File: config.mk
export PLATFORM = sky130hd
export DESIGN_NAME = split_arbiter
export DESIGN_NICKNAME = d
export VERILOG_FILES = /design/src/rtl/split_arbiter.sv
export SDC_FILE = /design/constraint.sdc
export NUM_CORES = 1
export LEC_CHECK = 0
export ABC_AREA = 1
export BUFFER_PORTS_ARGS = -buffer_cell sky130_fd_sc_hd__buf_2
export CAP_MARGIN = 20
export CORE_ASPECT_RATIO = 1.5
export CORE_MARGIN = 10
export CORE_UTILIZATION = 50
export DETAILED_ROUTE_END_ITERATION = 10
export PLACE_DENSITY = 0.74
export SLEW_MARGIN = 20
export SYNTH_ARGS = -nofsm -noshare
export SYNTH_HDL_FRONTEND = slang
export SYNTH_SLANG_ARGS = --single-unit
File: constraint.sdc
create_clock -name clk -period 1.6 [get_ports clk]
set_input_delay 0.48 -clock clk [delete_from_list [all_inputs] [get_ports clk]]
set_output_delay 0.48 -clock clk [all_outputs]
set_load 0.01 [all_outputs]
File: src/rtl/split_arbiter.sv
// Two-master bus arbiter with split-transaction support.
// A granted master may be told by its slave to back off (split); the arbiter
// parks that master/slave pair and resumes it with top priority as soon as
// the slave withdraws its split request. Grants are round-robin, registered,
// and bounded in length by a hold counter that forces release on timeout.
//
// Handshake: a master raises mN_request (level) with mN_slave_sel and keeps it
// high until done; the arbiter answers with a registered mN_grant one cycle
// after its IDLE decision. The owner ends its tenure with a one-cycle tx_done
// pulse (or by dropping its request); the grant falls on the following cycle
// and at least one idle bus cycle passes before the next grant.
module split_arbiter #(
    parameter int SLAVE_LEN  = 2,
    parameter int NUM_SLAVES = 3,
    parameter int MAX_HOLD   = 1024
) (
    input  logic                 clk,
    input  logic                 reset,
    input  logic                 m1_request,
    input  logic                 m2_request,
    input  logic [SLAVE_LEN-1:0] m1_slave_sel,
    input  logic [SLAVE_LEN-1:0] m2_slave_sel,
    input  logic                 tx_done,
    input  logic [NUM_SLAVES-1:0] split_en,
    output logic                 m1_grant,
    output logic                 m2_grant,
    output logic                 arb_busy,
    output logic                 bus_busy,
    output logic                 sel_master,
    output logic [SLAVE_LEN-1:0] sel_slave,
    output logic                 split_pending,
    output logic                 timeout
);

    localparam int HOLD_W = $clog2(MAX_HOLD) + 1;
    localparam logic [HOLD_W-1:0] HOLD_LAST = HOLD_W'(MAX_HOLD - 1);
    localparam logic [SLAVE_LEN:0] SLAVE_LIMIT = (SLAVE_LEN + 1)'(NUM_SLAVES);

    // Master encoding used by sel_master, split_master and last_grant.
    localparam logic MASTER_M1 = 1'b0;
    localparam logic MASTER_M2 = 1'b1;

    typedef enum logic {
        IDLE  = 1'b0,
        OWNED = 1'b1
    } state_t;

    state_t               state;
    logic                 split_master;
    logic [SLAVE_LEN-1:0] split_slave;
    logic                 last_grant;
    logic [HOLD_W-1:0]    hold_cnt;

    logic m1_valid;
    logic m2_valid;
    logic m1_elig;
    logic m2_elig;
    logic pick_m2;
    logic owner_request;
    logic cur_split;
    logic parked_split;
    logic resume_ok;
    logic hold_expired;

    // Requester qualification: slave code in range and not colliding with a parked split.
    always_comb begin
        m1_valid = ({1'b0, m1_slave_sel} < SLAVE_LIMIT);
        m2_valid = ({1'b0, m2_slave_sel} < SLAVE_LIMIT);
        m1_elig  = m1_request && m1_valid &&
                   !(split_pending && ((split_master == MASTER_M1) || (m1_slave_sel == split_slave)));
        m2_elig  = m2_request && m2_valid &&
                   !(split_pending && ((split_master == MASTER_M2) || (m2_slave_sel == split_slave)));
        // Tie goes to the master that did not win last time.
        if (m1_elig && m2_elig) begin
            pick_m2 = (last_grant == MASTER_M1);
        end else begin
            pick_m2 = m2_elig;
        end
    end

    // Per-slave split lookups for the current owner's slave and the parked slave.
    always_comb begin
        cur_split    = 1'b0;
        parked_split = 1'b0;
        for (int i = 0; i < NUM_SLAVES; i++) begin
            if (sel_slave == SLAVE_LEN'(i)) begin
                cur_split = split_en[i];
            end
            if (split_slave == SLAVE_LEN'(i)) begin
                parked_split = split_en[i];
            end
        end
        owner_request = (sel_master == MASTER_M2) ? m2_request : m1_request;
        resume_ok     = split_pending && !parked_split;
        hold_expired  = (hold_cnt == HOLD_LAST);
    end

    // Arbitration FSM with registered grants, split bookkeeping and hold timer.
    always_ff @(posedge clk) begin
        if (reset) begin
            state         <= IDLE;
            m1_grant      <= 1'b0;
            m2_grant      <= 1'b0;
            arb_busy      <= 1'b0;
            sel_master    <= MASTER_M1;
            sel_slave     <= '0;
            split_pending <= 1'b0;
            split_master  <= MASTER_M1;
            split_slave   <= '0;
            timeout       <= 1'b0;
            last_grant    <= MASTER_M2;
            hold_cnt      <= '0;
        end else begin
            timeout <= 1'b0;
            case (state)
                IDLE: begin
                    if (resume_ok) begin
                        // Parked split resumes ahead of any fresh request.
                        state         <= OWNED;
                        sel_master    <= split_master;
                        sel_slave     <= split_slave;
                        m1_grant      <= (split_master == MASTER_M1);
                        m2_grant      <= (split_master == MASTER_M2);
                        arb_busy      <= 1'b1;
                        split_pending <= 1'b0;
                        last_grant    <= split_master;
                        hold_cnt      <= '0;
                    end else if (m1_elig || m2_elig) begin
                        state      <= OWNED;
                        sel_master <= pick_m2 ? MASTER_M2 : MASTER_M1;
                        sel_slave  <= pick_m2 ? m2_slave_sel : m1_slave_sel;
                        m1_grant   <= !pick_m2;
                        m2_grant   <= pick_m2;
                        arb_busy   <= 1'b1;
                        last_grant <= pick_m2 ? MASTER_M2 : MASTER_M1;
                        hold_cnt   <= '0;
                    end
                end
                OWNED: begin
                    if (tx_done || cur_split || !owner_request || hold_expired) begin
                        state    <= IDLE;
                        m1_grant <= 1'b0;
                        m2_grant <= 1'b0;
                        arb_busy <= 1'b0;
                        if (tx_done) begin
                            // Completed transaction: a simultaneous split is moot.
                        end else if (cur_split) begin
                            split_pending <= 1'b1;
                            split_master  <= sel_master;
                            split_slave   <= sel_slave;
                        end else if (!owner_request) begin
                            // Owner aborted: plain release.
                        end else begin
                            timeout <= 1'b1;
                            if (split_pending && (split_master == sel_master)) begin
                                split_pending <= 1'b0;
                            end
                        end
                    end else begin
                        hold_cnt <= hold_cnt + 1'b1;
                    end
                end
                default: begin
                    state <= IDLE;
                end
            endcase
        end
    end

    assign bus_busy = arb_busy || split_pending;

endmodule

# [After elaboration in Yosys (flattened, before gate mapping)]
# Index checks and enable logic that the tools add are counted.
[totals] ramBits=0 out_inout_bits=9 mem_count=0 latchBits=0 reg_bits=24 mem_bits_ro=0
[op_classes] mux=40 n_div=0 shifts=0 bitwise_logic=5 n_mul=0 n_lt_le_gt_ge=2 n_addsub=1 eq_ne=15 n_reduce_logical=30
[op_table] op="$mux W11" count=3
[op_table] op="$mux W1" count=28
[op_table] op="$pmux W11 S2" count=1
[op_table] op="$add A11 B1 Y11 const B" count=1
[op_table] op="$eq A11 B10 Y1 const B" count=1
[op_table] op="$pmux W1 S2" count=5
[op_table] op="$logic_and A1 B1 Y1" count=9
[op_table] op="$logic_or A1 B1 Y1" count=7
[op_table] op="$mux W2" count=3
[op_table] op="$ne A2 B2 Y1 const B" count=3
[op_table] op="$ne A3 B1 Y1 const B" count=2
[op_table] op="$reduce_and A2 Y1" count=3
[op_table] op="$logic_not A1 Y1" count=5
[op_table] op="$not A1 Y1" count=5
[op_table] op="$reduce_and A5 Y1" count=1
[op_table] op="$reduce_or A5 Y1" count=1
[op_table] op="$eq A2 B1 Y1 const B" count=2
[op_table] op="$eq A2 B2 Y1" count=2
[op_table] op="$eq A2 B2 Y1 const B" count=2
[op_table] op="$logic_not A2 Y1" count=2
[op_table] op="$lt A2 B2 Y1 const B" count=2
[op_table] op="$reduce_and A4 Y1" count=1
[op_table] op="$ne A3 B3 Y1 const B" count=1
[op_table] op="$ne A2 B1 Y1 const B" count=1
[op_table] op="2 further kinds" count=2

# [Longest topological paths before layout]
[logic_depth] depth_word=11 mapped_depth=12

# [Worst setup path after synthesis]
# OpenSTA, ideal clock, no wires.
[synth_timing] kind="flip-flop to flip-flop" from="register hold_cnt[0]" to="register hold_cnt[5]" setup_time_ps=115 period_less_slack_ps=1521 stages_incl_launch_ff=12 arrival_ps=1406 path_buffers=1 setup_slack_ps=79 cell_sequence="dfxtp_1 > ha_1 > nand2_1 > nor2_2 > inv_2 > nor2_4 > nand4_2 > nand2_2 > buf_6 > nor2_4 > xnor2_1 > nor2_1"
[synth_via] elab_chain_cells=4
[synth_rtl] element="start: declaration" line="52" source="logic [HOLD_W-1:0] hold_cnt;"
[synth_rtl] element="start signal: assignment" line="160" source="hold_cnt <= hold_cnt + 1'b1;"
[synth_rtl] element="branches (longest 4 deep; another with $add A11 B1 Y11)"
# Several ways; the timed one is not identified. The select of a mux whose other input is x is not followed.
# A chain may end at the register's enable or synchronous reset.

# [Final worst setup path]
[layout_timing] from="register hold_cnt[1]" to="register hold_cnt[7]"
# Same word-level chain as after synthesis.

==> impl_results.md <==
- Outcome: completed
- Maximum clock path buffer count: 2
- CTS Buf Count: 3
- Synth Flop Type: dfxtp_1
- Post-synth top cells: 55 x nand2_1, 24 x dfxtp_1, 24 x nand3_1
- Unrepaired setup endpoints after global routing: true
- Mapped Nets: roughly 210
- Layout fillers: 249
- Max-cap violation count: 0
- Final core occ: 69.3%
- Setup Crit Path Kind: reg -> reg
- P&R area growth vs syn: 33.2%
- IO buf count: 20
- Register bit total from synthesis: 24
- Clock Sinks: 24
- Synth async-reset ratio: 0%
- Share of the synthesized area in the top cell type: 34.5%
- Initial drt markers: 56
- Die X: 63.1 um
- CP peak stage delay: 0.36 ns
- First-pass GRT wire length: between 6000 and 7000 um
- Non-filler cells, final: 283
- Worst Clk Skew: 0.00280 ns
- Final setup violating endpoints: 0
- Peak VDD IR: roughly 0.57 mV
- CTS hold repair buffers: 0
- Antenna violations before repair: 0
- Slowest cell on the critical path: dfxtp_2
- Cell family with most CP delay: simple AND/OR/NAND/NOR gates
- Number of enable flip-flop cells after synthesis: 0
- Internal Power: 991 uW
- Number of remaining DRC errors: 0
- Final worst path period need: around 1.6 ns
- Fin crit share: 97.7%
- Core Area: 2680 um^2
- Vias/cell: roughly 5.1
- Number of global-route vias before repair: about 1,400
- # IOs: 21
- Hold crit path type: reg -> reg
- Max frequency: 0.640 GHz
- HPWL after DPL: 2800 um
- Area leader, netlist: dfxtp_1
- Largest net degree at the start of global routing: 14
- Leakage power: around 0.80 nW
- Slew Limit Headroom: 75.4%
- Sw frac: roughly 29%
- Placer Congestion: 0.840
- Drt wl/cell: 12.9 um
- Most area-consuming cells after synthesis: dfxtp_1 35%, nand2_1 15%, nand3_1 8.6%
- Root Driver: clkbuf_8
- Initial Utilization: between 50% and 60%
- Startpoint Class: register
- WP buf/inv: 2
- Synth cell types: 33
- WL final: 3650 um
- Worst-path fanout max: 5
- DRT antenna net count: 0
- Net Switching: 396 uW
- Pwr Density: 748 nW/um^2
- Share of cells above drive strength 1: a little over a third
- Iteration count of the initial detailed-routing pass: 4
- Die H: ~85 um
- Clock Power Share: 29.2%
- Total track usage: 13.3%
- Row cnt: 23
- Worst hold slack: 0.442 ns
- Total number of vias: 1,444
- Combinational share of power: 23.8%
- Total Die Area: 5340 um^2
- # nets final: 260
- Clock-pin transition on the worst setup and hold timing paths: around 0.08 ns
- Seq/Total Area, Yosys: 34.5%
- Inst Count DP: approximately 280
- Sequential Power Share: 47.0%
- Final max-slew violation count: 0
- Setup crit end kind: register
- Worst slew pin tran: 0.369 ns
- H-Tree Depth: 1
- Most frequent cell after synthesis: nand2_1
- Ys Warns: 0
- Final Hold Viols: 0
- Grt total ovfl: 0
- Syn Inst Count: roughly 200
- # diodes: 0
- Critical Path RT: ~1.8 ns
- CTS tree: done
- Critical Path AT: 1.75 ns
- Later-pin clock latency in the skew report: 0.26 ns
- Post-Syn Area: 1390 um^2
- Cell Chain, Critical Path: ha_4 > nand2_4 > nor2_4 > inv_2 > nor2_4 > nand4_4 > nand2_4 > buf_6 > nand3_1 > a21oi_1
- Synthesized area per cell: 6.93 um^2
==> final cells by class <==
cell class	count	area [um^2]	share of cell area, %
Inverter	21	81.3	4.38
Clock buffer	4	55.1	2.97
Sequential cell	24	490	26.4
Tap cell	37	46.3	2.49
Timing Repair Buffer	46	325	17.5
Multi-Input combinational cell	151	857	46.2
==> final timing paths <==
| kind | from | endpoint | slack, ns | cells after the start |
|---|---|---|---|---|
| setup / recovery | hold_cnt[1]$_SDFFE_PP0P_ | hold_cnt[7]$_SDFFE_PP0P_ | 0.04 | 10 |
| hold / removal | hold_cnt[10]$_SDFFE_PP0P_ | hold_cnt[10]$_SDFFE_PP0P_ | 0.44 | 2 |
| setup reg to reg | hold_cnt[1]$_SDFFE_PP0P_ | hold_cnt[7]$_SDFFE_PP0P_ | 0.04 | 10 |
| hold reg to reg | hold_cnt[10]$_SDFFE_PP0P_ | hold_cnt[10]$_SDFFE_PP0P_ | 0.44 | 2 |
==> stage by stage <==
stage | total power, mW | setup WS [ns] | setup TNS [ns] | instance area (um^2)
after floorplan | 0.849 | 0.0790 | 0 | 1390
after global placement | 0.977 | -0.169 | -1.69 | 1680
after detailed placement | 0.977 | -0.157 | -1.61 | 1680
after CTS | 1.39 | 0.0104 | 0 | 1780
after global routing | 1.46 | -0.0496 | -0.260 | 1860
final | 1.39 | 0.0375 | 0 | 1860
==> state kept, by name, summed over array words and instances, names as in the netlist <==
signal and cells:
hold_cnt 11, split_pending 1, sel_master 1, last_grant 1
sel_slave 2, timeout 1, split_master 1, m1_grant 1
split_slave 2, state 1, arb_busy 1, m2_grant 1
==> worst register-to-register path, delay by kind of cell (launching register included) <==
| family | cells | cell delay, ns |
|---|---|---|
| simple gates | 6 | 0.61 |
| flops | 1 | 0.36 |
| buf+inv | 2 | 0.19 |
| compound gates | 1 | 0.17 |
| fa+ha+maj | 1 | 0.15 |
==> power groups by stage <==
stage | Clock, mW | Combinational, mW | Sequential, mW
global route | 0.441 | 0.366 | 0.656
floorplan | 0 | 0.178 | 0.672
CTS | 0.416 | 0.329 | 0.649
global placement | 0 | 0.312 | 0.665
finish | 0.405 | 0.330 | 0.652
detailed placement | 0 | 0.312 | 0.665
==> per-layer routing <==
metal	share of wire [%]	global-route usage, %	routed length, um
met2	55	26.4	2010
met1	39	12.7	1430
met4	2.1	5.92	78
met5	0	0	0
met3	3.8	2.39	140
==> kinds of logic after synthesis <==
logic type               synth area share, %
AO/OA/AOI/OAI                           11.4
XOR/XNOR                                4.40
buffers and inverters                   8.81
AND/OR/NAND/NOR                         40.0
adder cells (fa/ha/maj)                0.898
flip-flops                              34.5
==> layout by cell type (no fill, tap or decap), types with 2 or more instances in the layout <==
cell type	netlist	routed
a21oi_1	18	17
a21oi_2	1	2
buf_2	0	19
buf_4	0	22
buf_6	3	4
clkbuf_8	0	4
dfxtp_1	24	18
dfxtp_2	0	5
inv_1	14	13
inv_2	5	6
nand2_1	55	53
nand2_2	2	2
nand2_4	1	3
nand3_1	24	23
nand3_2	2	3
nand3b_1	3	3
nor2_1	16	12
nor2_2	1	3
nor2_4	3	5
o21ai_0	4	2
o21ai_1	2	4
xnor2_1	5	5
xor2_1	2	2
==> timing repair <==
| item | CTS | global route |
|---|---|---|
| setup endpoints to repair | 13 | 21 |
| pin swaps | 3 | 9 |
| gates resized for setup | 9 | 21 |
| setup buffers | 3 | 2 |
Power figures use the tool's default switching activity.
